**src/rtl/simeck_pkg.sv**
```systemverilog
// Shared Simeck definitions used by both the encrypt and decrypt datapaths.
// Holds the cipher constants, the round-function helpers and the state
// encoding for the iterative controllers.
//   simeck_rotl : modular left rotate of a w-bit value held in a wide word
//   simeck_f    : Simeck round function f(x) = (x & rotl(x,5)) ^ rotl(x,1)
package simeck_pkg;

  localparam int SIMECK_ROT_A   = 5;
  localparam int SIMECK_ROT_B   = 1;
  localparam int SIMECK_NROUNDS = 32;
  localparam int SIMECK_DATAW   = 16;

  // The helpers work on a fixed wide carrier so any DATAW up to this width
  // can share them; callers zero-extend in and truncate out.
  localparam int SIMECK_MAXW = 64;

  typedef enum logic {
    IDLE = 1'b0,
    RUN  = 1'b1
  } simeck_state_e;

  // Rotate the low w bits of x left by n; bits above w are kept at zero.
  function automatic logic [SIMECK_MAXW-1:0] simeck_rotl(
    input logic [SIMECK_MAXW-1:0] x,
    input int                     n,
    input int                     w
  );
    logic [SIMECK_MAXW-1:0] mask;
    logic [SIMECK_MAXW-1:0] xm;
    mask = (w >= SIMECK_MAXW) ? '1 : ((SIMECK_MAXW'(1) << w) - SIMECK_MAXW'(1));
    xm   = x & mask;
    return ((xm << n) | (xm >> (w - n))) & mask;
  endfunction

  function automatic logic [SIMECK_MAXW-1:0] simeck_f(
    input logic [SIMECK_MAXW-1:0] x,
    input int                     w
  );
    return (x & simeck_rotl(x, SIMECK_ROT_A, w)) ^ simeck_rotl(x, SIMECK_ROT_B, w);
  endfunction

endpackage

```
**src/rtl/simeck_inv_round.sv**
```systemverilog
// Combinational inverse Simeck round.
// Undoes the forward round L' = R ^ f(L) ^ k, R' = L.
//   l_i, r_i  : current word pair
//   k_i       : round key for this round
//   l_new_o   : recovered left word  (= r_i)
//   r_new_o   : recovered right word (= l_i ^ f(r_i) ^ k_i)
module simeck_inv_round
  import simeck_pkg::*;
#(
  parameter int DATAW = SIMECK_DATAW
) (
  input  logic [DATAW-1:0] l_i,
  input  logic [DATAW-1:0] r_i,
  input  logic [DATAW-1:0] k_i,
  output logic [DATAW-1:0] l_new_o,
  output logic [DATAW-1:0] r_new_o
);

  logic [DATAW-1:0] f_r;

  assign f_r     = DATAW'(simeck_f(SIMECK_MAXW'(r_i), DATAW));
  assign l_new_o = r_i;
  assign r_new_o = l_i ^ f_r ^ k_i;

endmodule

```
**src/rtl/simeck_decrypt.sv**
```systemverilog
// Iterative Simeck decryption core, one inverse round per clock.
// Round keys are fetched last-to-first through rk_idx/rk.
//   clk, reset   : clock, synchronous active-high reset
//   start        : load ct_l/ct_r and begin (ignored while busy)
//   ct_l, ct_r   : ciphertext word pair
//   rk_idx, rk   : round-key request index and the key returned for it
//   busy         : rounds in progress
//   done         : one-cycle pulse, pt_l/pt_r freshly updated
//   pt_l, pt_r   : plaintext, held until the next completion or reset
module simeck_decrypt
  import simeck_pkg::*;
#(
  parameter int DATAW   = SIMECK_DATAW,
  parameter int NROUNDS = SIMECK_NROUNDS,
  // A single-round build still needs a 1-bit counter.
  parameter int CNTW    = (NROUNDS > 1) ? $clog2(NROUNDS) : 1
) (
  input  logic             clk,
  input  logic             reset,
  input  logic             start,
  input  logic [DATAW-1:0] ct_l,
  input  logic [DATAW-1:0] ct_r,
  output logic [CNTW-1:0]  rk_idx,
  input  logic [DATAW-1:0] rk,
  output logic             busy,
  output logic             done,
  output logic [DATAW-1:0] pt_l,
  output logic [DATAW-1:0] pt_r
);

  localparam logic [CNTW-1:0] LAST_RND = CNTW'(NROUNDS - 1);

  simeck_state_e    state_q, state_d;
  logic [DATAW-1:0] l_q, l_d;
  logic [DATAW-1:0] r_q, r_d;
  logic [CNTW-1:0]  cnt_q, cnt_d;
  logic             done_q, done_d;
  logic [DATAW-1:0] pt_l_q, pt_l_d;
  logic [DATAW-1:0] pt_r_q, pt_r_d;
  logic [DATAW-1:0] l_new, r_new;

  simeck_inv_round #(
    .DATAW (DATAW)
  ) u_round (
    .l_i     (l_q),
    .r_i     (r_q),
    .k_i     (rk),
    .l_new_o (l_new),
    .r_new_o (r_new)
  );

  // While idle the index already points at the last key so the first
  // round sees a settled key the moment it starts.
  assign rk_idx = (state_q == RUN) ? (LAST_RND - cnt_q) : LAST_RND;
  assign busy   = (state_q == RUN);
  assign done   = done_q;
  assign pt_l   = pt_l_q;
  assign pt_r   = pt_r_q;

  // State register: everything clears together on reset, which also
  // discards any partially decrypted block.
  always_ff @(posedge clk) begin
    if (reset) begin
      state_q <= IDLE;
      l_q     <= '0;
      r_q     <= '0;
      cnt_q   <= '0;
      done_q  <= 1'b0;
      pt_l_q  <= '0;
      pt_r_q  <= '0;
    end else begin
      state_q <= state_d;
      l_q     <= l_d;
      r_q     <= r_d;
      cnt_q   <= cnt_d;
      done_q  <= done_d;
      pt_l_q  <= pt_l_d;
      pt_r_q  <= pt_r_d;
    end
  end

  // Next-state logic. done defaults low so it can only ever be a single
  // cycle pulse; the plaintext registers hold unless a run completes.
  always_comb begin
    state_d = state_q;
    l_d     = l_q;
    r_d     = r_q;
    cnt_d   = cnt_q;
    done_d  = 1'b0;
    pt_l_d  = pt_l_q;
    pt_r_d  = pt_r_q;
    unique case (state_q)
      IDLE: begin
        if (start) begin
          l_d     = ct_l;
          r_d     = ct_r;
          cnt_d   = '0;
          state_d = RUN;
        end
      end
      RUN: begin
        l_d = l_new;
        r_d = r_new;
        if (cnt_q == LAST_RND) begin
          pt_l_d  = l_new;
          pt_r_d  = r_new;
          done_d  = 1'b1;
          cnt_d   = '0;
          state_d = IDLE;
        end else begin
          cnt_d = cnt_q + CNTW'(1);
        end
      end
      default: state_d = IDLE;
    endcase
  end

endmodule

```
**config.mk**
```make
export PLATFORM = sky130hd
export DESIGN_NAME = simeck_decrypt
export DESIGN_NICKNAME = d
export VERILOG_FILES = /design/src/rtl/simeck_pkg.sv /design/src/rtl/simeck_inv_round.sv /design/src/rtl/simeck_decrypt.sv
export SDC_FILE = /design/constraint.sdc
export NUM_CORES = 1
export LEC_CHECK = 0
export BUFFER_PORTS_ARGS = -buffer_cell sky130_fd_sc_hd__buf_2
export CORE_UTILIZATION = 35
export DETAILED_ROUTE_END_ITERATION = 8
export GPL_TIMING_DRIVEN = 0
export PLACE_DENSITY = 0.55
export SETUP_SLACK_MARGIN = 0.5
export SYNTH_ARGS = -nofsm -noshare
export SYNTH_HDL_FRONTEND = slang
export SYNTH_SLANG_ARGS = --single-unit
```
**constraint.sdc**
```tcl
create_clock -name clk -period 2.3 [get_ports clk]
set_input_delay 0.345 -clock clk [delete_from_list [all_inputs] [get_ports clk]]
set_output_delay 0.345 -clock clk [all_outputs]
set_load 0.03 [all_outputs]
```
[Yosys cells after proc, flatten, opt, wreduce, memory -nomap -nowiden]
Cells that the tools add are included.
Storage, ports and cells
  flip-flop bits (word level): 71
  input bits: 51
  output and inout port bits: 39
  word-level logic and storage cells: 32
Operators by class
  $add $sub $neg: 2
  eq/ne operators: 2
  muxes and demuxes: 12
  bitwise logic cells: 7
  reductions and logical operators: 2
Operators with widths (number)
  one-hot mux 16 bit (2 select lines): 2
  bitwise XOR 16 bit: 3
  two-way mux 16 bit: 2
  bitwise AND 16 bit: 1
  bitwise OR 16 x 1 -> 16 bit: 1
  bitwise OR 16 x 5 -> 16 bit: 1
  two-way mux 5 bit: 3
  one-hot mux 5 bit (2 select lines): 1
  adder 5 x 1 -> 5 bit (second input constant): 1
  equality test 5 bit (second input constant): 1
  subtractor 5 bit (first input constant): 1
  two-way mux 1 bit: 3
  != test 2 bit (second input constant): 1
  one-hot mux 1 bit (2 select lines): 1
  AND reduction 2 bit: 1
  OR reduction 2 bit: 1
  NOT 1 bit: 1

[Longest topological paths before layout]
Gate-level depths: netlist of run 1.
  depth in word-level cells: 6
  gate-level depth with buffers: 6
  gate-level depth less buffers: 6

[Cells and area by module]
From an unflattened synthesis of run 1, not the netlist that was laid out.
Second synthesis, totals
  cell total of the unflattened synthesis: 386
  area, all modules: 4129.0 µm²
Modules (own cells, without submodules)
  simeck_decrypt: instances 1, cells each 322, area an instance 3448.3 µm², seq. area each 1421.4 µm²
  simeck_inv_round: instances 1, cells each 64, area an instance 680.7 µm², seq. area each 0.0 µm²

[Worst setup path after synthesis of run 1]
Ideal clock, no wire load.
  path type: reg-to-output
  from: reg state_q (netlist: busy)
  to: out rk_idx[0]
  data arrival time: 1.280 ns
  data required time: 1.955 ns
  setup slack: 0.675 ns
  cell stages (with the launch flop): 4
  path buffers: 2
  path through: dfxtp_1 -> buf_2 -> clkbuf_1 -> nand2_1
Between the ends
  word-level cells in the longest chain between the ends: 1
Ends and longest elaborated chain
  start, declared: RTL line simeck_decrypt.sv:33  | simeck_state_e state_q, state_d;
  start signal, assigned: RTL line simeck_decrypt.sv:72  | state_q <= state_d;
  two-way mux 5 bit: RTL line simeck_decrypt.sv:54  | assign rk_idx = (state_q == RUN) ? (LAST_RND - cnt_q) : LAST_RND;
  end, declared: RTL line simeck_decrypt.sv:23  | output logic [CNTW-1:0] rk_idx,
No other way between the ends.

[Worst setup path after layout of run 1]
  from: reg state_q (netlist: busy)
  to: out rk_idx[1]
Same word-level chain as after synthesis.

==> impl_results.html, run 1 <==
<table>
<tr><th>Metric</th><th>Value</th></tr>
<tr><th colspan="2">STA</th></tr>
<tr><td>Post-route setup TNS</td><td>0 ns</td></tr>
<tr><td>Setup repair after global routing missed its margin</td><td>false</td></tr>
<tr><td>Number of setup violations in the final report</td><td>0</td></tr>
<tr><td>Slew @ Worst Pin</td><td>0.709 ns</td></tr>
<tr><td>Total count of hold-check failures in the final report</td><td>0</td></tr>
<tr><td>Slew Limit Headroom</td><td>0.528</td></tr>
<tr><td>Final critical path time including I/O delays and setup</td><td>1.70 ns</td></tr>
<tr><td>Fin. max-slew vios</td><td>0</td></tr>
<tr><td>Worst setup skew after layout</td><td>0.0120 ns</td></tr>
<tr><td>Post-route fraction of the period consumed by the critical path</td><td>0.739</td></tr>
<tr><td>Maximum operating frequency</td><td>588 MHz</td></tr>
<tr><th colspan="2">GRT</th></tr>
<tr><td>Final global-route overflow total</td><td>0</td></tr>
<tr><td>Wire length of the first global-routing pass</td><td>16.8 mm</td></tr>
<tr><td>Pin count of the biggest net entering global routing</td><td>13</td></tr>
<tr><td>Total routing usage reported by global routing</td><td>0.201</td></tr>
<tr><td>Initial antenna violation count</td><td>0</td></tr>
<tr><td>Met3 Use GR</td><td>0.0415</td></tr>
<tr><td>Vias in the first global route</td><td>3088</td></tr>
<tr><td>Most utilized layer in the global route result</td><td>met2</td></tr>
<tr><td>Fraction of met1 tracks used by global routing</td><td>0.275</td></tr>
<tr><td>Met2 Use GR</td><td>0.318</td></tr>
<tr><th colspan="2">Yosys</th></tr>
<tr><td>Post-Syn Area per Cell</td><td>9.68 µm²</td></tr>
<tr><td>Synth unique cells</td><td>28</td></tr>
<tr><td>Number of instances in the synthesized netlist</td><td>375</td></tr>
<tr><td>Sequential fraction of the synthesis area</td><td>0.392</td></tr>
<tr><td>Number of register bits inferred by synthesis</td><td>71</td></tr>
<tr><td>YS warnings</td><td>0</td></tr>
<tr><td>Synth Net Count</td><td>429</td></tr>
<tr><td>Post-synth design cell area</td><td>3630 µm²</td></tr>
<tr><th colspan="2">Final layout</th></tr>
<tr><td>Area grow syn2layout</td><td>23.9%</td></tr>
<tr><td>Net count of the finished layout</td><td>527</td></tr>
<tr><td>Inserted Diodes</td><td>0</td></tr>
<tr><td>Share of final-layout standard cells stronger than drive strength 1</td><td>0.308</td></tr>
<tr><td>Non-filler instance count after layout</td><td>611</td></tr>
<tr><th colspan="2">Critical path</th></tr>
<tr><td>WS Path Type</td><td>flip-flop to output port</td></tr>
<tr><td>Crit path arrival time</td><td>1.36 ns</td></tr>
<tr><td>Cells along the critical path</td><td>buf_4 &gt; clkbuf_4 &gt; nand2_1 &gt; buf_2</td></tr>
<tr><td>Required time of the critical path</td><td>1.96 ns</td></tr>
<tr><td>Endpoint of the most critical setup path</td><td>rk_idx[1]</td></tr>
<tr><td>Register-to-Register Setup Slack</td><td>0.71 ns</td></tr>
<tr><td>Gate family responsible for the most delay along the worst path</td><td>buffers and inverters</td></tr>
<tr><td>Reg2reg path depth</td><td>6</td></tr>
<tr><td>Cell at the slowest stage of the critical path</td><td>dfxtp_2</td></tr>
<tr><td>Delay of the slowest cell on the worst path</td><td>0.37 ns</td></tr>
<tr><td>RR Endpoint</td><td>cnt_q[3]$_SDFFE_PP0P_</td></tr>
<tr><td>CP startpoint</td><td>busy$_SDFF_PP0_</td></tr>
<tr><td>Buffering stage count on the worst path with inverters included</td><td>3</td></tr>
<tr><td>Worst reg2reg path startpoint</td><td>cnt_q[0]$_SDFFE_PP0P_</td></tr>
<tr><td>Critical Path Start Type</td><td>flip-flop</td></tr>
<tr><td>Kind of capture point of the worst setup path</td><td>output port</td></tr>
<tr><td>Maximum fanout along the worst path</td><td>10</td></tr>
<tr><td>Depth of the critical timing path with buffers and inverters included</td><td>4</td></tr>
<tr><th colspan="2">Power</th></tr>
<tr><td>Internal power contribution</td><td>2.32 mW</td></tr>
<tr><td>Clk pwr share</td><td>0.405</td></tr>
<tr><td>Power per standard cell area</td><td>693 nW/µm²</td></tr>
<tr><td>Leakage component of the power</td><td>1.96 nW</td></tr>
<tr><td>Comb pwr share</td><td>0.155</td></tr>
<tr><td>Peak supply drop</td><td>0.326 mV</td></tr>
<tr><td>Switching share of power</td><td>0.256</td></tr>
<tr><td>Switching power total</td><td>0.797 mW</td></tr>
<tr><td>Proportion of power drawn by flip-flops and latches</td><td>0.440</td></tr>
<tr><th colspan="2">Clocking</th></tr>
<tr><td>Root buffer cell</td><td>clkbuf_8</td></tr>
<tr><td>Maximum level of the CTS H-tree</td><td>3</td></tr>
<tr><td>Post CTS Setup Buffer Count</td><td>0</td></tr>
<tr><td>Cts bufs inserted</td><td>9</td></tr>
<tr><td>Hold-fix buffers, CTS</td><td>0</td></tr>
<tr><td>Clock transition time at the flip-flop clock pins of the worst setup and hold paths</td><td>0.07 ns</td></tr>
<tr><td>Clk sinks</td><td>71</td></tr>
<tr><td>Clock tree from TritonCTS</td><td>built</td></tr>
<tr><td>Worst skew pair latency</td><td>0.35 ns</td></tr>
<tr><td>Bufs on Longest Clock Path</td><td>2</td></tr>
<tr><th colspan="2">Floorplan</th></tr>
<tr><td>Initial Util</td><td>0.366</td></tr>
<tr><td>Height of the die</td><td>104 µm</td></tr>
<tr><td>Number of top-level pins</td><td>90</td></tr>
<tr><td>X dimension of the die</td><td>104 µm</td></tr>
<tr><td>Row cnt</td><td>36</td></tr>
<tr><td>Die Area</td><td>10800 µm²</td></tr>
<tr><td>Core region area</td><td>9910 µm²</td></tr>
<tr><th colspan="2">Worst hold path</th></tr>
<tr><td>Path type of the worst min-delay path</td><td>input port to flip-flop</td></tr>
<tr><th colspan="2">Placement</th></tr>
<tr><td>Post-Place Cells</td><td>595</td></tr>
<tr><td>Post-DP HPWL</td><td>7.83 mm</td></tr>
<tr><td>Count of port buffers added during placement</td><td>87</td></tr>
<tr><td>Placer Congestion</td><td>0.831</td></tr>
<tr><th colspan="2">Detailed routing</th></tr>
<tr><td>Violation count after the first detailed-routing iteration</td><td>115</td></tr>
<tr><td>Mean number of vias per cell</td><td>5.04</td></tr>
<tr><td>Number of vias in the routed layout</td><td>3082</td></tr>
<tr><td>Remaining DRCs</td><td>0</td></tr>
<tr><td>Final wirelength</td><td>10.5 mm</td></tr>
<tr><td>First-pass iteration count of the detailed router</td><td>4</td></tr>
<tr><td>Number of routed nets with antenna violations</td><td>0</td></tr>
<tr><td>Routed len/inst</td><td>17.1 µm</td></tr>
<tr><th colspan="2">Job</th></tr>
<tr><td>Max-capacitance violation count</td><td>0</td></tr>
<tr><th colspan="2">Run status</th></tr>
<tr><td>Status</td><td>finished clean</td></tr>
</table>
-- cells in the mapped netlist --
cell type | count | area (µm²)
a211oi_1 | 36 | 270
a211oi_2 | 13 | 163
a21oi_1 | 35 | 175
a31oi_1 | 1 | 6.26
and3_1 | 2 | 12.5
and3_2 | 1 | 7.51
buf_1 | 1 | 3.75
buf_2 | 13 | 65.1
buf_4 | 6 | 45.0
buf_6 | 1 | 11.3
clkbuf_1 | 11 | 41.3
clkbuf_8 | 1 | 13.8
dfxtp_1 | 71 | 1420
ha_1 | 3 | 37.5
mux2_2 | 4 | 45.0
mux2i_1 | 17 | 170
nand2_1 | 35 | 131
nand3_1 | 18 | 90.1
nand3_2 | 1 | 10.0
nand3b_1 | 2 | 15.0
nor2_1 | 9 | 33.8
nor2_4 | 1 | 11.3
nor2b_1 | 29 | 181
nor3b_1 | 3 | 22.5
o21ai_0 | 28 | 140
o21ai_1 | 1 | 5.00
xnor2_1 | 16 | 140
xnor3_1 | 16 | 360
-- sequential cells by signal, indices dropped and copies added (netlist names) --
signal / count
l_q: 16
pt_r: 16
pt_l: 16
done: 1
busy: 1
r_q: 16
cnt_q: 5
-- routing by layer --
metal | vias up | share of wire | wire length [µm]
met5 | - | 0 | 0
met4 | 0 | 0.014 | 143
met3 | 12 | 0.050 | 526
met2 | 94 | 0.46 | 4820
met1 | 1440 | 0.48 | 4970
li1 | 1536 | - | -
-- worst min path at each step --
stage	endpoint	slack, ns	startpoint	depth (start not counted)
after floorplan	pt_l[11]$_SDFFE_PP0P_	0.49	r_q[11]$_SDFFE_PP0P_	2
after global placement	pt_l[13]$_SDFFE_PP0P_	0.46	pt_l[13]$_SDFFE_PP0P_	2
after detailed placement	pt_l[7]$_SDFFE_PP0P_	0.47	pt_l[7]$_SDFFE_PP0P_	2
after CTS	l_q[13]$_SDFFE_PP0P_	0.28	reset	2
after global routing	l_q[13]$_SDFFE_PP0P_	0.29	reset	2
final	l_q[13]$_SDFFE_PP0P_	0.28	reset	2
-- logic make-up (layout without fill, tap and decap cells) --
kind of cell               Yosys count  in the layout  synth area share
AOI/OAI and AO/OA                  114            114             0.209
and+or+nand+nor                    101            101             0.142
DFF                                 71             71             0.392
buffers and inverters               33            136            0.0496
xor gates and xnor gates            32             32             0.138
muxes                               21             21            0.0593
adders and majority gates            3              3            0.0103
-- cell type report --
type / count / area (µm²)
Sequential cell: 71 / 1420
Tap cell: 133 / 166
Timing Repair Buffer: 87 / 435
Multi-Input combinational cell: 271 / 2030
Clock inverter: 5 / 104
Fill cell: 1024 / 5410
Clock buffer: 11 / 151
Buffer: 33 / 186
-- what timing repair did --
| action | CTS | global route |
|---|---|---|
| hold endpoints to repair | 0 | 0 |
| gates resized for setup | 3 | 2 |
| setup endpoints to repair | 5 | 6 |
-- stage by stage --
step | total power [mW] | util | setup WS (ns) | instance area [µm²] | hold WS, ns
4_1_cts | 3.14 | 0.453 | 0.532 | 4490 | 0.281
3_5_place_dp | 1.88 | 0.427 | 0.646 | 4230 | 0.468
3_3_place_gp | 1.87 | 0.427 | 0.696 | 4230 | 0.463
2_1_floorplan | 1.71 | - | 0.675 | 3630 | 0.490
5_1_grt | 3.24 | 0.454 | 0.514 | 4500 | 0.287
6_report | 3.11 | 0.454 | 0.599 | 4500 | 0.281
-- power groups by stage --
| stage | Sequential (mW) | Clock, mW | Combinational, mW |
|---|---|---|---|
| finish | 1.37 | 1.26 | 0.484 |
| global route | 1.38 | 1.34 | 0.525 |
| CTS | 1.37 | 1.29 | 0.489 |
| detailed placement | 1.39 | 0 | 0.484 |
| global placement | 1.39 | 0 | 0.478 |
| floorplan | 1.36 | 0 | 0.353 |
-- placed cells by master (no fill, tap or decap), drive strengths merged --
cell / Yosys / routed
ha: 3 / 3
a21oi: 35 / 35
and3: 3 / 3
buf: 21 / 108
o21ai: 29 / 29
nand3b: 2 / 2
bufinv: 0 / 3
mux2i: 17 / 17
xnor3: 16 / 16
nand3: 19 / 19
a31oi: 1 / 1
mux2: 4 / 4
nand2: 35 / 35
nor2b: 29 / 29
clkbuf: 12 / 23
a211oi: 49 / 49
nor2: 10 / 10
dfxtp: 71 / 71
xnor2: 16 / 16
clkinv: 0 / 2
nor3b: 3 / 3
Power figures use the tool's default switching activity.
==> run 2: changes to the inputs <==
==> constraint.sdc (replaced) <==
create_clock -name clk -period 1.76 [get_ports clk]
set_input_delay 0.264 -clock clk [delete_from_list [all_inputs] [get_ports clk]]
set_output_delay 0.264 -clock clk [all_outputs]
set_load 0.03 [all_outputs]
==> impl_results.html, run 2 (synthesis results as in run 1) <==
<table>
<tr><th>Metric</th><th>Value</th></tr>
<tr><th colspan="2">GRT</th></tr>
<tr><td>Pin count of the biggest net entering global routing</td><td>13</td></tr>
<tr><td>Total routing usage reported by global routing</td><td>0.217</td></tr>
<tr><td>Wire length of the first global-routing pass</td><td>17.9 mm</td></tr>
<tr><td>Final global-route overflow total</td><td>0</td></tr>
<tr><td>Vias in the first global route</td><td>3250</td></tr>
<tr><td>Initial antenna violation count</td><td>0</td></tr>
<tr><th colspan="2">Final layout</th></tr>
<tr><td>Leading cell types in the layout, fill and taps excluded</td><td>buf_2, dfxtp_1, nand2_1, a211oi_1, nor2b_1</td></tr>
<tr><td>Leading cell type in the layout, fill and taps excluded</td><td>buf_2</td></tr>
<tr><td>Share of final-layout standard cells stronger than drive strength 1</td><td>0.504</td></tr>
<tr><td>Area grow syn2layout</td><td>47.2%</td></tr>
<tr><td>Net count of the finished layout</td><td>551</td></tr>
<tr><td>Non-filler instance count after layout</td><td>635</td></tr>
<tr><td>Inserted Diodes</td><td>0</td></tr>
<tr><th colspan="2">Floorplan</th></tr>
<tr><td>Core region area</td><td>9910 µm²</td></tr>
<tr><td>Height of the die</td><td>104 µm</td></tr>
<tr><td>Number of top-level pins</td><td>90</td></tr>
<tr><td>Die Area</td><td>10800 µm²</td></tr>
<tr><td>X dimension of the die</td><td>104 µm</td></tr>
<tr><td>Initial Util</td><td>0.366</td></tr>
<tr><td>Row cnt</td><td>36</td></tr>
<tr><th colspan="2">STA</th></tr>
<tr><td>Worst setup skew after layout</td><td>0.00950 ns</td></tr>
<tr><td>Post-route fraction of the period consumed by the critical path</td><td>0.804</td></tr>
<tr><td>Slew Limit Headroom</td><td>0.544</td></tr>
<tr><td>Total count of hold-check failures in the final report</td><td>0</td></tr>
<tr><td>Slew @ Worst Pin</td><td>0.684 ns</td></tr>
<tr><td>Final critical path time including I/O delays and setup</td><td>1.41 ns</td></tr>
<tr><td>Maximum operating frequency</td><td>707 MHz</td></tr>
<tr><td>Fin. max-slew vios</td><td>0</td></tr>
<tr><td>Number of setup violations in the final report</td><td>0</td></tr>
<tr><td>Setup repair after global routing missed its margin</td><td>true</td></tr>
<tr><td>Post-route setup TNS</td><td>0 ns</td></tr>
<tr><th colspan="2">Critical path</th></tr>
<tr><td>Crit path arrival time</td><td>1.15 ns</td></tr>
<tr><td>Kind of capture point of the worst setup path</td><td>output port</td></tr>
<tr><td>Worst reg2reg path startpoint</td><td>cnt_q[0]$_SDFFE_PP0P_</td></tr>
<tr><td>WS Path Type</td><td>flip-flop to output port</td></tr>
<tr><td>Required time of the critical path</td><td>1.50 ns</td></tr>
<tr><td>RR Endpoint</td><td>cnt_q[2]$_SDFFE_PP0P_</td></tr>
<tr><td>Maximum fanout along the worst path</td><td>7</td></tr>
<tr><td>Reg2reg path depth</td><td>6</td></tr>
<tr><td>Register-to-Register Setup Slack</td><td>0.37 ns</td></tr>
<tr><td>Critical Path Start Type</td><td>flip-flop</td></tr>
<tr><th colspan="2">Clocking</th></tr>
<tr><td>Clock tree from TritonCTS</td><td>built</td></tr>
<tr><td>Clock transition time at the flip-flop clock pins of the worst setup and hold paths</td><td>0.08 ns</td></tr>
<tr><td>Root buffer cell</td><td>clkbuf_8</td></tr>
<tr><td>Clk sinks</td><td>71</td></tr>
<tr><td>Bufs on Longest Clock Path</td><td>2</td></tr>
<tr><td>Cts bufs inserted</td><td>9</td></tr>
<tr><td>Maximum level of the CTS H-tree</td><td>3</td></tr>
<tr><td>Hold-fix buffers, CTS</td><td>0</td></tr>
<tr><td>Worst skew pair latency</td><td>0.36 ns</td></tr>
<tr><th colspan="2">Detailed routing</th></tr>
<tr><td>Remaining DRCs</td><td>0</td></tr>
<tr><td>Routed len/inst</td><td>18.2 µm</td></tr>
<tr><td>Final wirelength</td><td>11.6 mm</td></tr>
<tr><td>Mean number of vias per cell</td><td>5.21</td></tr>
<tr><td>Number of routed nets with antenna violations</td><td>0</td></tr>
<tr><td>Violation count after the first detailed-routing iteration</td><td>152</td></tr>
<tr><td>Number of vias in the routed layout</td><td>3311</td></tr>
<tr><td>First-pass iteration count of the detailed router</td><td>4</td></tr>
<tr><th colspan="2">Worst hold path</th></tr>
<tr><td>Worst min-delay path endpoint</td><td>l_q[13]$_SDFFE_PP0P_</td></tr>
<tr><td>Number of cells on the worst hold path</td><td>2</td></tr>
<tr><td>Path type of the worst min-delay path</td><td>input port to flip-flop</td></tr>
<tr><td>Beginning of the worst hold path</td><td>reset</td></tr>
<tr><th colspan="2">Power</th></tr>
<tr><td>Peak supply drop</td><td>0.438 mV</td></tr>
<tr><td>Leakage component of the power</td><td>2.26 nW</td></tr>
<tr><td>Power per standard cell area</td><td>747 nW/µm²</td></tr>
<tr><th colspan="2">Placement</th></tr>
<tr><td>Post-DP HPWL</td><td>7.94 mm</td></tr>
<tr><td>Placer Congestion</td><td>0.813</td></tr>
<tr><td>Count of port buffers added during placement</td><td>87</td></tr>
<tr><td>Post-Place Cells</td><td>595</td></tr>
<tr><th colspan="2">Run status</th></tr>
<tr><td>Status</td><td>finished clean</td></tr>
<tr><th colspan="2">Job</th></tr>
<tr><td>Max-capacitance violation count</td><td>0</td></tr>
</table>
run 2: cell types whose count changed in the layout (fill, tap and decap cells not counted), moves of 8 or more:
| cell | delta |
|---|---|
| dfxtp_1 | -24 |
| buf_4 | +13 |
| nand3_1 | -8 |
| buf_6 | +13 |
| a211oi_1 | -8 |
| dfxtp_4 | +17 |
| a21oi_1 | -18 |
| buf_2 | -14 |
| a211oi_2 | +8 |
| a21oi_2 | +14 |
run 2: stage by stage:
stage / worst slack (ns) / hold slack, ns / utilization / cell area (µm²) / power (mW)
floorplan: 0.444 / 0.490 / - / 3680 / 2.24
global placement: 0.129 / 0.463 / 0.432 / 4280 / 2.45
detailed placement: 0.138 / 0.467 / 0.432 / 4280 / 2.46
CTS: 0.343 / 0.190 / 0.498 / 4930 / 3.94
global route: 0.284 / 0.211 / 0.539 / 5340 / 4.14
finish: 0.345 / 0.200 / 0.539 / 5340 / 3.99
run 2: final cells by class:
type | instances | area [µm²]
Clock buffer | 10 | 128
Buffer | 33 | 327
Sequential cell | 71 | 1500
Timing Repair Buffer | 111 | 757
Clock inverter | 6 | 85.1
Fill cell | 904 | 4570
Tap cell | 133 | 166
Multi-Input combinational cell | 271 | 2380
run 2: worst max path at each step:
stage                           from                     to  slack, ns  cells past startpoint
6_report             busy$_SDFF_PP0_              rk_idx[4]       0.35                      4
2_1_floorplan        busy$_SDFF_PP0_              rk_idx[2]       0.44                      3
3_3_place_gp   cnt_q[4]$_SDFFE_PP0P_   pt_r[5]$_SDFFE_PP0P_       0.13                      4
3_5_place_dp   cnt_q[4]$_SDFFE_PP0P_   pt_r[7]$_SDFFE_PP0P_       0.14                      4
5_1_grt        cnt_q[0]$_SDFFE_PP0P_  cnt_q[2]$_SDFFE_PP0P_       0.28                      6
4_1_cts              busy$_SDFF_PP0_              rk_idx[4]       0.34                      4
run 2: power breakdown:
group	switching [mW]	internal [mW]
clock	0.651	0.793
combinational	0.336	0.406
sequential	0.121	1.68
run 2: per-layer routing:
metal / track usage / wire length [µm] / up-vias
met5: 0 / 0 / -
met4: 0.0796 / 212 / 0
met3: 0.0352 / 430 / 15
met2: 0.359 / 5680 / 95
met1: 0.283 / 5250 / 1602
li1: - / - / 1599
run 2: critical path: stages (launching register included):
cell	delay, ns
dfxtp_2	0.34
buf_6	0.11
clkbuf_16	0.16
nand2_4	0.06
buf_6	0.12
run 2: repair_timing:
| action | 4_1_cts | 5_1_grt |
|---|---|---|
| resized for setup | 92 | 79 |
| pin swaps | 14 | 22 |
| endpoints found under the setup margin | 61 | 74 |
| buffers inserted | 9 | 10 |
| gates cloned | 2 | 3 |
| endpoints found under the hold margin | 0 | 0 |
==> run 3: changes to the inputs <==
--- a/config.mk
+++ b/config.mk
@@ -9,7 +9,7 @@
 export CORE_UTILIZATION = 35
 export DETAILED_ROUTE_END_ITERATION = 8
 export GPL_TIMING_DRIVEN = 0
-export PLACE_DENSITY = 0.55
+export PLACE_DENSITY = 0.57
 export SETUP_SLACK_MARGIN = 0.5
 export SYNTH_ARGS = -nofsm -noshare
 export SYNTH_HDL_FRONTEND = slang
==> constraint.sdc (replaced) <==
create_clock -name clk -period 1.2 [get_ports clk]
set_input_delay 0.18 -clock clk [delete_from_list [all_inputs] [get_ports clk]]
set_output_delay 0.18 -clock clk [all_outputs]
set_load 0.03 [all_outputs]
==> impl_results.html, run 3 (synthesis results as in run 1) <==
<table>
<tr><th>Metric</th><th>Value</th></tr>
<tr><th colspan="2">Detailed routing</th></tr>
<tr><td>First-pass iteration count of the detailed router</td><td>4</td></tr>
<tr><td>Number of routed nets with antenna violations</td><td>0</td></tr>
<tr><td>Final wirelength</td><td>12.6 mm</td></tr>
<tr><td>Routed len/inst</td><td>19.0 µm</td></tr>
<tr><td>Remaining DRCs</td><td>0</td></tr>
<tr><td>Violation count after the first detailed-routing iteration</td><td>133</td></tr>
<tr><td>Mean number of vias per cell</td><td>5.22</td></tr>
<tr><td>Number of vias in the routed layout</td><td>3458</td></tr>
<tr><th colspan="2">STA</th></tr>
<tr><td>Slew @ Worst Pin</td><td>0.792 ns</td></tr>
<tr><td>Number of setup violations in the final report</td><td>65</td></tr>
<tr><td>Post-route fraction of the period consumed by the critical path</td><td>1.15</td></tr>
<tr><td>Slew Limit Headroom</td><td>0.472</td></tr>
<tr><td>Final critical path time including I/O delays and setup</td><td>1.38 ns</td></tr>
<tr><td>Setup repair after global routing missed its margin</td><td>true</td></tr>
<tr><td>Setup ws final</td><td>-0.185 ns</td></tr>
<tr><td>Worst setup skew after layout</td><td>0.00918 ns</td></tr>
<tr><td>Maximum operating frequency</td><td>722 MHz</td></tr>
<tr><td>Fin. max-slew vios</td><td>0</td></tr>
<tr><td>Total count of hold-check failures in the final report</td><td>0</td></tr>
<tr><th colspan="2">Critical path</th></tr>
<tr><td>Required time of the critical path</td><td>1.02 ns</td></tr>
<tr><td>Kind of capture point of the worst setup path</td><td>output port</td></tr>
<tr><td>Maximum fanout along the worst path</td><td>7</td></tr>
<tr><td>Critical Path Start Type</td><td>flip-flop</td></tr>
<tr><td>Worst reg2reg path startpoint</td><td>cnt_q[1]$_SDFFE_PP0P_</td></tr>
<tr><td>Crit path arrival time</td><td>1.20 ns</td></tr>
<tr><td>WS Path Type</td><td>flip-flop to output port</td></tr>
<tr><td>RR Endpoint</td><td>cnt_q[3]$_SDFFE_PP0P_</td></tr>
<tr><td>Reg2reg path depth</td><td>6</td></tr>
<tr><td>Register-to-Register Setup Slack</td><td>-0.17 ns</td></tr>
<tr><th colspan="2">Placement</th></tr>
<tr><td>Post-Place Cells</td><td>595</td></tr>
<tr><td>Worst slack, placed</td><td>-0.265 ns</td></tr>
<tr><td>Post-DP HPWL</td><td>7.99 mm</td></tr>
<tr><td>Placer Congestion</td><td>0.772</td></tr>
<tr><td>Count of port buffers added during placement</td><td>87</td></tr>
<tr><th colspan="2">Floorplan</th></tr>
<tr><td>Die Area</td><td>10800 µm²</td></tr>
<tr><td>Height of the die</td><td>104 µm</td></tr>
<tr><td>Row cnt</td><td>36</td></tr>
<tr><td>Number of top-level pins</td><td>90</td></tr>
<tr><td>X dimension of the die</td><td>104 µm</td></tr>
<tr><td>Initial Util</td><td>0.366</td></tr>
<tr><td>Core region area</td><td>9910 µm²</td></tr>
<tr><th colspan="2">GRT</th></tr>
<tr><td>Wire length of the first global-routing pass</td><td>18.9 mm</td></tr>
<tr><td>Initial antenna violation count</td><td>0</td></tr>
<tr><td>Vias in the first global route</td><td>3432</td></tr>
<tr><td>Pin count of the biggest net entering global routing</td><td>12</td></tr>
<tr><td>Final global-route overflow total</td><td>0</td></tr>
<tr><td>Total routing usage reported by global routing</td><td>0.228</td></tr>
<tr><th colspan="2">Power</th></tr>
<tr><td>Switching share of power</td><td>0.289</td></tr>
<tr><td>Peak supply drop</td><td>0.531 mV</td></tr>
<tr><td>Clk pwr share</td><td>0.331</td></tr>
<tr><td>Switching power total</td><td>1.79 mW</td></tr>
<tr><td>Power per standard cell area</td><td>988 nW/µm²</td></tr>
<tr><td>Internal power contribution</td><td>4.42 mW</td></tr>
<tr><td>Leakage component of the power</td><td>2.59 nW</td></tr>
<tr><td>Comb pwr share</td><td>0.245</td></tr>
<tr><td>Proportion of power drawn by flip-flops and latches</td><td>0.424</td></tr>
<tr><th colspan="2">Clocking</th></tr>
<tr><td>Hold-fix buffers, CTS</td><td>0</td></tr>
<tr><td>Clk sinks</td><td>71</td></tr>
<tr><td>Bufs on Longest Clock Path</td><td>2</td></tr>
<tr><td>Maximum level of the CTS H-tree</td><td>3</td></tr>
<tr><td>Root buffer cell</td><td>clkbuf_8</td></tr>
<tr><td>Clock tree from TritonCTS</td><td>built</td></tr>
<tr><td>Worst skew pair latency</td><td>0.35 ns</td></tr>
<tr><td>Clock transition time at the flip-flop clock pins of the worst setup and hold paths</td><td>0.08 ns</td></tr>
<tr><td>Cts bufs inserted</td><td>9</td></tr>
<tr><th colspan="2">Final layout</th></tr>
<tr><td>Inserted Diodes</td><td>0</td></tr>
<tr><td>Number of fill cells</td><td>795</td></tr>
<tr><td>Leading cell types in the layout, fill and taps excluded</td><td>buf_6, buf_2, dfxtp_2, a211oi_2, buf_4</td></tr>
<tr><td>Area grow syn2layout</td><td>73.3%</td></tr>
<tr><td>Net count of the finished layout</td><td>578</td></tr>
<tr><td>Share of final-layout standard cells stronger than drive strength 1</td><td>0.749</td></tr>
<tr><td>Non-filler instance count after layout</td><td>662</td></tr>
<tr><th colspan="2">Worst hold path</th></tr>
<tr><td>Number of cells on the worst hold path</td><td>2</td></tr>
<tr><td>Beginning of the worst hold path</td><td>reset</td></tr>
<tr><td>Path type of the worst min-delay path</td><td>input port to flip-flop</td></tr>
<tr><td>Worst min-delay path endpoint</td><td>l_q[13]$_SDFFE_PP0P_</td></tr>
<tr><th colspan="2">Run status</th></tr>
<tr><td>Violated checks</td><td>negative setup slack</td></tr>
<tr><td>Status</td><td>finished, violations left</td></tr>
<tr><th colspan="2">Job</th></tr>
<tr><td>Max-capacitance violation count</td><td>0</td></tr>
</table>
==> run 3: per-stage QoR <==
| step | power, mW | area, µm² | TNS (ns) | hold slack (ns) | utilization |
|---|---|---|---|---|---|
| after CTS | 5.98 | 5780 | -3.43 | 0.110 | 0.583 |
| final | 6.21 | 6290 | -4.60 | 0.109 | 0.635 |
| after floorplan | 3.33 | 3880 | -0.137 | 0.411 | - |
| after global placement | 3.68 | 4480 | -5.26 | 0.464 | 0.452 |
| after global routing | 6.42 | 6290 | -7.30 | 0.118 | 0.635 |
| after detailed placement | 3.69 | 4480 | -5.76 | 0.469 | 0.452 |
==> run 3: repair_timing <==
item                       4_1_cts  5_1_grt
setup buffers                   25       18
resized for setup              252       78
gates cloned                     3        5
setup endpoints to repair      110      110
pin swaps                       57       26
==> run 3: layer usage <==
| metal | wire [µm] | up-vias | global-route usage |
|---|---|---|---|
| met2 | 6170 | 101 | 0.382 |
| met1 | 5580 | 1694 | 0.302 |
| met3 | 618 | 18 | 0.0315 |
| met4 | 206 | 0 | 0.0724 |
| met5 | 0 | - | 0 |
| li1 | - | 1645 | - |
==> run 3: critical path, cell delays in order, from the launching register on <==
cell and delay [ns]:
dfxtp_4 0.38, buf_6 0.12, clkbuf_16 0.16, nand2_4 0.04
buf_6 0.13
==> run 3: area by class of cell <==
| class | count | area [µm²] | area share |
|---|---|---|---|
| clock buffers | 13 | 169 | 0.0269 |
| clock inverters | 3 | 40.0 | 0.00637 |
| well taps | 133 | 166 | 0.0265 |
| flip-flops and latches | 71 | 1560 | 0.249 |
| plain buffers | 33 | 398 | 0.0633 |
| repair buffers | 137 | 1200 | 0.192 |
| multi-input cells | 272 | 2750 | 0.437 |
==> run 3: worst max path at each step <==
stage	startpoint	endpoint	slack, ns	depth (start not counted)
final	busy$_SDFF_PP0_	rk_idx[3]	-0.18	4
after global routing	cnt_q[1]$_SDFFE_PP0P_	cnt_q[3]$_SDFFE_PP0P_	-0.24	6
after detailed placement	cnt_q[3]$_SDFFE_PP0P_	pt_r[10]$_SDFFE_PP0P_	-0.26	4
after floorplan	cnt_q[0]$_SDFFE_PP0P_	cnt_q[3]$_SDFFE_PP0P_	-0.06	6
after global placement	cnt_q[3]$_SDFFE_PP0P_	pt_r[6]$_SDFFE_PP0P_	-0.25	4
after CTS	busy$_SDFF_PP0_	rk_idx[3]	-0.16	4
==> run 3: power by group through the flow <==
stage	sequential [mW]	combinational [mW]	clock, mW
3_5_place_dp	2.68	1.01	0
2_1_floorplan	2.62	0.708	0
6_report	2.64	1.52	2.05
4_1_cts	2.63	1.30	2.06
3_3_place_gp	2.68	0.996	0
5_1_grt	2.65	1.59	2.18
